===== config.mk =====
export PLATFORM = sky130hd
export DESIGN_NAME = stack_sequencer
export DESIGN_NICKNAME = d
export VERILOG_FILES = /design/src/rtl/stack_sequencer_pkg.sv /design/src/rtl/stack_sequencer.sv
export SDC_FILE = /design/constraint.sdc
export NUM_CORES = 1
export LEC_CHECK = 0
export ABC_AREA = 1
export CAP_MARGIN = 40
export CORE_MARGIN = 10
export CORE_UTILIZATION = 52
export CTS_CLUSTER_DIAMETER = 40
export DETAILED_ROUTE_END_ITERATION = 6
export GPL_ROUTABILITY_DRIVEN = 1
export PLACE_DENSITY = 0.86
export SLEW_MARGIN = 10
export SYNTH_ARGS = -nofsm -noshare
export SYNTH_HDL_FRONTEND = slang
export SYNTH_SLANG_ARGS = --single-unit

===== constraint.sdc =====
create_clock -name clk -period 2.9 [get_ports clk]
set_input_delay 0.29 -clock clk [delete_from_list [all_inputs] [get_ports clk]]
set_output_delay 0.29 -clock clk [all_outputs]
set_load 0.05 [all_outputs]

===== src/rtl/stack_sequencer_pkg.sv =====
// Purpose: shared constants, opcode encodings and FSM state type for the
//          stack sequencer (CALL/RET/RETI/interrupt stack handling).
// Contents: opcode constants, ISR vector, data/PC/flag widths, state and
//           sequence-kind enums.
package stack_sequencer_pkg;

   localparam int unsigned OPCODE_W = 5;
   localparam int unsigned DATA_W   = 16;
   localparam int unsigned PC_W     = 32;
   localparam int unsigned FLAG_W   = 3;

   localparam logic [OPCODE_W-1:0] OP_CALL = 5'd20;
   localparam logic [OPCODE_W-1:0] OP_RET  = 5'd21;
   localparam logic [OPCODE_W-1:0] OP_RETI = 5'd22;

   localparam logic [PC_W-1:0] ISR_VECTOR = 32'h0000_0020;

   typedef enum logic [2:0] {
      S_IDLE,
      S_PUSH_FLAGS,
      S_PUSH_HI,
      S_PUSH_LO,
      S_POP_LO,
      S_POP_HI,
      S_POP_FLAGS,
      S_FINISH
   } state_e;

   // Which sequence is in flight; selects the FINISH behaviour.
   typedef enum logic [1:0] {
      K_INT,
      K_CALL,
      K_RET,
      K_RETI
   } kind_e;

endpackage


===== src/rtl/stack_sequencer.sv =====
// Purpose: sequences the data-memory stack traffic for CALL, RET, RETI and
//          interrupt entry, stalling the front end while it works and
//          redirecting the PC (and flags on RETI) when done.
// Ports:
//   clk, rst                  clock, synchronous active-high reset
//   opcode, instr_valid       instruction in decode
//   pc_in, target_in          return/interrupted PC and CALL destination
//   flags_in                  current {C,N,Z}
//   irq                       level interrupt request
//   mem_rdata                 read data, valid the cycle after mem_read
//   mem_read, mem_write       data-memory strobes
//   mem_addr, mem_wdata       data-memory address and write data
//   sp                        current stack pointer
//   stall, flush              front-end freeze / squash decode
//   pc_load, pc_out           PC redirect strobe and value
//   flags_load, flags_out     flag restore strobe and value
module stack_sequencer
   import stack_sequencer_pkg::*;
#(
   parameter int unsigned ADDR_W = 20
) (
   input  logic                clk,
   input  logic                rst,
   input  logic [OPCODE_W-1:0] opcode,
   input  logic                instr_valid,
   input  logic [PC_W-1:0]     pc_in,
   input  logic [PC_W-1:0]     target_in,
   input  logic [FLAG_W-1:0]   flags_in,
   input  logic                irq,
   input  logic [DATA_W-1:0]   mem_rdata,
   output logic                mem_read,
   output logic                mem_write,
   output logic [ADDR_W-1:0]   mem_addr,
   output logic [DATA_W-1:0]   mem_wdata,
   output logic [ADDR_W-1:0]   sp,
   output logic                stall,
   output logic                flush,
   output logic                pc_load,
   output logic [PC_W-1:0]     pc_out,
   output logic                flags_load,
   output logic [FLAG_W-1:0]   flags_out
);

   state_e              state_q, state_d;
   kind_e               kind_q, kind_d;
   logic [ADDR_W-1:0]   sp_q, sp_d;
   logic                irq_pending_q, irq_pending_d;
   logic [PC_W-1:0]     pc_q, pc_d;
   logic [PC_W-1:0]     target_q, target_d;
   logic [FLAG_W-1:0]   flags_q, flags_d;
   logic [DATA_W-1:0]   lo_q, lo_d;
   logic [DATA_W-1:0]   hi_q, hi_d;

   logic                int_req;
   logic                start;

   // State and capture registers.
   always_ff @(posedge clk) begin
      if (rst) begin
         state_q       <= S_IDLE;
         kind_q        <= K_INT;
         sp_q          <= {ADDR_W{1'b1}};
         irq_pending_q <= 1'b0;
         pc_q          <= '0;
         target_q      <= '0;
         flags_q       <= '0;
         lo_q          <= '0;
         hi_q          <= '0;
      end else begin
         state_q       <= state_d;
         kind_q        <= kind_d;
         sp_q          <= sp_d;
         irq_pending_q <= irq_pending_d;
         pc_q          <= pc_d;
         target_q      <= target_d;
         flags_q       <= flags_d;
         lo_q          <= lo_d;
         hi_q          <= hi_d;
      end
   end

   // Next-state, stack pointer update and output decode.
   always_comb begin
      state_d       = state_q;
      kind_d        = kind_q;
      sp_d          = sp_q;
      irq_pending_d = irq_pending_q | irq;
      pc_d          = pc_q;
      target_d      = target_q;
      flags_d       = flags_q;
      lo_d          = lo_q;
      hi_d          = hi_q;
      start         = 1'b0;

      mem_read      = 1'b0;
      mem_write     = 1'b0;
      mem_addr      = '0;
      mem_wdata     = '0;
      stall         = 1'b0;
      flush         = 1'b0;
      pc_load       = 1'b0;
      pc_out        = '0;
      flags_load    = 1'b0;
      flags_out     = '0;

      // A request raised in this very cycle wins over a same-cycle CALL.
      int_req = irq_pending_q | irq;

      unique case (state_q)
         S_IDLE: begin
            if (int_req) begin
               start         = 1'b1;
               kind_d        = K_INT;
               state_d       = S_PUSH_FLAGS;
               irq_pending_d = 1'b0;
               flush         = 1'b1;
            end else if (instr_valid) begin
               if (opcode == OP_CALL) begin
                  start   = 1'b1;
                  kind_d  = K_CALL;
                  state_d = S_PUSH_HI;
               end else if (opcode == OP_RET) begin
                  start   = 1'b1;
                  kind_d  = K_RET;
                  state_d = S_POP_LO;
               end else if (opcode == OP_RETI) begin
                  start   = 1'b1;
                  kind_d  = K_RETI;
                  state_d = S_POP_LO;
               end
            end
         end
         S_PUSH_FLAGS: begin
            mem_write = 1'b1;
            mem_addr  = sp_q;
            mem_wdata = DATA_W'(flags_q);
            sp_d      = sp_q - ADDR_W'(1);
            state_d   = S_PUSH_HI;
         end
         S_PUSH_HI: begin
            mem_write = 1'b1;
            mem_addr  = sp_q;
            mem_wdata = pc_q[PC_W-1:DATA_W];
            sp_d      = sp_q - ADDR_W'(1);
            state_d   = S_PUSH_LO;
         end
         S_PUSH_LO: begin
            mem_write = 1'b1;
            mem_addr  = sp_q;
            mem_wdata = pc_q[DATA_W-1:0];
            sp_d      = sp_q - ADDR_W'(1);
            state_d   = S_FINISH;
         end
         S_POP_LO: begin
            mem_read = 1'b1;
            mem_addr = sp_q + ADDR_W'(1);
            sp_d     = sp_q + ADDR_W'(1);
            state_d  = S_POP_HI;
         end
         S_POP_HI: begin
            mem_read = 1'b1;
            mem_addr = sp_q + ADDR_W'(1);
            sp_d     = sp_q + ADDR_W'(1);
            lo_d     = mem_rdata;
            state_d  = (kind_q == K_RETI) ? S_POP_FLAGS : S_FINISH;
         end
         S_POP_FLAGS: begin
            mem_read = 1'b1;
            mem_addr = sp_q + ADDR_W'(1);
            sp_d     = sp_q + ADDR_W'(1);
            hi_d     = mem_rdata;
            state_d  = S_FINISH;
         end
         S_FINISH: begin
            pc_load = 1'b1;
            state_d = S_IDLE;
            unique case (kind_q)
               K_INT:  pc_out = ISR_VECTOR;
               K_CALL: pc_out = target_q;
               // RET's high half is still on the read bus this cycle.
               K_RET:  pc_out = {mem_rdata, lo_q};
               K_RETI: begin
                  pc_out     = {hi_q, lo_q};
                  flags_load = 1'b1;
                  flags_out  = mem_rdata[FLAG_W-1:0];
               end
               default: pc_out = '0;
            endcase
         end
         default: state_d = S_IDLE;
      endcase

      if (start) begin
         pc_d     = pc_in;
         target_d = target_in;
         flags_d  = flags_in;
      end

      if (state_q != S_IDLE) begin
         stall = 1'b1;
      end

      // Reset silences the interface in the cycle it is applied.
      if (rst) begin
         mem_read   = 1'b0;
         mem_write  = 1'b0;
         mem_addr   = '0;
         mem_wdata  = '0;
         stall      = 1'b0;
         flush      = 1'b0;
         pc_load    = 1'b0;
         pc_out     = '0;
         flags_load = 1'b0;
         flags_out  = '0;
      end
   end

   assign sp = sp_q;

endmodule

[Yosys cells after proc, flatten, opt, wreduce, memory -nomap -nowiden]
Index checks and enable logic that the tools add are counted.
Storage, ports and cells
  logic and storage cells: 82
  output and inout port bits: 97
  input bits: 92
  flip-flop bits (word level): 125
Operators by class
  reduce and logical (&&, ||, !) cells: 12
  muxes and demuxes: 43
  equal/unequal tests: 15
  add/subtract/negate cells: 2
  bitwise operators: 1
Operator list (count)
  32-bit one-hot mux with 4 select lines: 1
  20-bit one-hot mux with 2 select lines: 2
  32-bit two-way mux: 2
  16-bit one-hot mux with 3 select lines: 1
  3-bit two-way mux: 8
  1-bit two-way mux: 21
  3-bit one-hot mux with 7 select lines: 1
  20-bit by 1-bit adder with 20-bit output, second input constant: 1
  20-bit two-way mux: 1
  20-bit by 1-bit subtractor with 20-bit output, second input constant: 1
  16-bit two-way mux: 1
  5-bit equality test, second input constant: 3
  3-bit equality test, second input constant: 4
  2-bit two-way mux: 5
  3-bit by 2-bit equality test with 1-bit output, second input constant: 2
  3-bit OR reduction: 2
  5-bit inequality test, second input constant: 1
  2-bit equality test, second input constant: 2
  2-bit nonzero test: 2
  4-bit nonzero test: 1
  2-bit OR reduction: 2
  3-bit by 1-bit equality test with 1-bit output, second input constant: 1
  3-bit zero test: 1
  3-bit inequality test, second input constant: 1
  other kinds (6): 6

[Longest topological paths before layout]
  word-level depth: 7
  mapped depth: 13
  gate-level depth less buffers: 13

[Worst setup path after synthesis]
No wires, ideal clock.
  path kind: reg2out
  start: register sp_q[1], in the netlist sp[1]
  end: output port mem_addr[14]
  buffers on the path: 0
  cell stages (with the launch flop): 10
  path slack: 171 ps
  required time: 2610 ps
  data arrival time: 2439 ps
  cell sequence: dfxtp_1 ha_1 nand2_1 nor2_2 nand2_1 nor2_2 nand2_1 nand2_1 nand3_1 o22ai_1
Between the ends
  longest elaborated chain between the ends: 3
RTL lines
  start, declared: RTL line stack_sequencer.sv:46  | logic [ADDR_W-1:0] sp_q, sp_d;
  start signal, assigned: RTL line stack_sequencer.sv:62  | sp_q <= {ADDR_W{1'b1}};
  start signal, assigned: RTL line stack_sequencer.sv:72  | sp_q <= sp_d;
  20-bit by 1-bit adder with 20-bit output: RTL line stack_sequencer.sv:156, stack_sequencer.sv:162, stack_sequencer.sv:169
  20-bit one-hot mux with 2 select lines: RTL line stack_sequencer.sv:109  | unique case (state_q)
  20-bit two-way mux: RTL line stack_sequencer.sv:204  | if (rst) begin
  end, declared: RTL line stack_sequencer.sv:33  | output logic [ADDR_W-1:0] mem_addr,
Every way passes these cells.

[Worst setup path after layout]
  start: register state_q[2]
  end: output port pc_out[25]
Between the ends
  longest elaborated chain between the ends: 3
RTL lines
  start, declared: RTL line stack_sequencer.sv:44  | state_e state_q, state_d;
  start signal, assigned: RTL line stack_sequencer.sv:70  | state_q <= state_d;
  3-bit equality test: RTL line stack_sequencer.sv:109
  32-bit two-way mux: RTL line stack_sequencer.sv:109
  32-bit two-way mux: RTL line stack_sequencer.sv:204
  end, declared: RTL line stack_sequencer.sv:39  | output logic [PC_W-1:0] pc_out,
Every way passes these cells.

==> flow_summary_export.csv <==
group,metric,value,unit
yosys,synth_cell_types,34,
pwr,ir_worst_vdd,627,µV
detailed_routing,wl_per_cell,17.1,µm
yosys,syn-num-nets,1151,
clocking,htree_levels,4,
sta,finalSetupViolations,0,
grt,grt_pass1_wl,38.4,mm
sta,grt_setup_unrepaired,"false",
clocking,cts_max_path_buffers,2,
sta,clock_skew,0.00661,ns
detailed_routing,drc,0,
hold_path,whs_endpoint,"kind_q[0]",
sta,fmax,364,MHz
status,outcome,"complete, no violations",
critical_path,critPathKind,"reg -> out",
placed_design,place_ws,0.564,ns
hold_path,holdCritPathClass,"in -> reg",
sta,fin_setup_tns,0,ns
yosys,avgSynthCellArea,6.34,µm²
critical_path,cp_max_fo,18,
critical_path,r2r_cells,11,
placed_design,port_buffers,188,
sta,worst_slack,0.156,ns
placed_design,gp_congestion,0.947,
layout,fillers,966,
floorplanning,std_cell_rows,41,
yosys,synth_top_cell_area_share,37.3,%
grt,track_usage,26.1,%
flow_run,maxCapViolCount,0,
detailed_routing,ant_nets,0,
yosys,synth_ff_type,"dfxtp_1",
detailed_routing,initialDrtViolationCount,1007,
floorplanning,die-area,17800,µm²
hold_path,holdPathStages,2,
sta,final_hold_viol_count,0,
floorplanning,io_pins,189,
detailed_routing,vias_per_cell,5.61,
floorplanning,core_area,12600,µm²
floorplanning,dieWidth,134,µm
yosys,synthCells,1057,
pwr,powerDensity,975,nW/µm²
critical_path,cp.required,2.61,ns
layout,area.growth.synth_to_final,45.9,%
clocking,cts.sinks,125,
grt,grt_pass1_vias,7443,
yosys,synth_commonest_cells,"249 x nor2_1, 168 x nand2_1, 133 x o21ai_0",
critical_path,crit_path_start_kind,"flip-flop",
sta,fin_crit_sh,94.6,%
clocking,clk_latency,0.42,ns
floorplanning,initial_core_util,53.1,%
clocking,numCtsBuffers,17,
pwr,p_leak,4.26,nW
placed_design,dp.final_hpwl,16.9,mm
detailed_routing,route.final.wire_length,24.0,mm
detailed_routing,vias,7859,
sta,maxSlewHeadroom,51.9,%
critical_path,rrSetupSlack,0.90,ns
layout,drive_gt1_share,12.2,%
clocking,clk_pin_slew,0.06,ns
critical_path,r2r_end,"sp[18]",
sta,worst_pin_slew,0.721,ns
critical_path,r2r-start,"sp[0]",
yosys,synth_area_leaders,"dfxtp_1 37%, nor2_1 14%, o21ai_0 9.9%",
yosys,seq_area_frac_synth,37.3,%
yosys,yosysTopAreaCell,"dfxtp_1",
floorplanning,die_y,134,µm
sta,timing.final.max_slew_violations,0,
clocking,ctsRootBufferMaster,"clkbuf_16",
yosys,yosysWarnings,0,
sta,whs,0.292,ns
clocking,cts_tree,"yes",
yosys,synth_edf_count,0,
yosys,synth.cell_area,6710,µm²
yosys,yosysMostFrequentCell,"nor2_1",
critical_path,end_kind,"output port",
layout,nets,1310,
sta,layout_min_cycle_time,2.74,ns
yosys,async_flop_share,0,%
grt,grt_max_degree,70,
hold_path,worstHoldStart,"rst",
yosys,postSynthRegisterBits,125,
critical_path,worstPathArrival,2.45,ns
grt,grt_antenna_before_repair,0,
grt,grt_overflow_total,0,
clocking,ctsHoldBuffers,0,
detailed_routing,drtPass1Iterations,5,
==> metal layers <==
metal | vias up | GRT usage, % | share of wire (%)
li1 | 3799 | - | -
met1 | 3549 | 31.4 | 40
met2 | 447 | 42.0 | 47
met3 | 64 | 7.48 | 9.7
met4 | 0 | 11.9 | 3.6
met5 | - | 0 | 0
==> cells by family after synthesis <==
group	count (synthesis)	share of synthesized area [%]
and+or+nand+nor	517	31.8
AOI/OAI and AO/OA	254	20.6
buffers and inverters	159	9.89
DFF	125	37.3
adders and majority gates	2	0.373
==> worst max-delay path, stage by stage, from the launching register on <==
cell	delay [ns]
dfxtp_1	0.62
inv_2	0.08
nor2_2	0.20
inv_2	0.10
nor2_8	0.25
o21ai_2	0.28
nor2_1	0.30
buf_12	0.18
==> registers in the layout (all words and copies together), names as in the netlist <==
name / count
sp: 20
kind_q: 2
pc_q: 32
lo_q: 16
target_q: 32
hi_q: 16
irq_pending_q: 1
flags_q: 3
state_q: 3
==> area by class of cell <==
| cell class | instances | area [µm²] | area share (%) |
|---|---|---|---|
| Multi-Input combinational cell | 773 | 3550 | 36.3 |
| Timing Repair Buffer | 208 | 2580 | 26.4 |
| Sequential cell | 125 | 2500 | 25.6 |
| Clock buffer | 17 | 425 | 4.35 |
| Inverter | 91 | 342 | 3.49 |
| Tap cell | 172 | 215 | 2.20 |
| Clock inverter | 15 | 163 | 1.66 |
| Antenna cell | 1 | 2.50 | 0.0256 |
==> worst max path at each step <==
stage,cells after the start,start,to,slack [ns]
3_3_place_gp,5,state_q[2],pc_load,0.62
2_1_floorplan,9,sp[1],mem_addr[14],0.17
3_5_place_dp,5,state_q[0],pc_load,0.56
4_1_cts,5,state_q[2],pc_load,0.04
6_report,7,state_q[2],pc_out[25],0.16
5_1_grt,7,state_q[2],pc_out[25],0.01
==> where the power goes <==
group	switching [mW]	internal, mW
clock network	0.842	1.28
registers	0.430	2.22
logic	3.08	1.69
==> cells in the final DEF, fill, tap and decap left out, types with 17 or more instances in the layout <==
master | netlist | final
o21ai_0 | 133 | 133
a21oi_1 | 59 | 59
clkbuf_16 | 0 | 17
dfxtp_1 | 125 | 125
nor2_1 | 249 | 249
clkdlybuf4s50_1 | 0 | 112
nand2_1 | 168 | 168
nand3_1 | 65 | 65
buf_4 | 1 | 35
a22oi_1 | 17 | 17
o22ai_1 | 25 | 24
buf_12 | 0 | 59
inv_1 | 84 | 83
==> metrics by stage <==
stage	std cells	util, %	total power [mW]	area (µm²)
5_1_grt	1401	77.5	10.1	9780
2_1_floorplan	1057	-	5.67	6710
3_5_place_dp	1369	72.7	7.35	9180
3_3_place_gp	1369	72.7	7.26	9180
4_1_cts	1401	77.4	9.49	9770
6_report	1402	77.5	9.54	9780
==> what timing repair did <==
| item | 4_1_cts | 5_1_grt |
|---|---|---|
| endpoints found under the setup margin | 0 | 3 |
| buffers inserted | 0 | 0 |
| gates resized for setup | 0 | 3 |
Note: power is estimated with default switching activity, not from simulation.
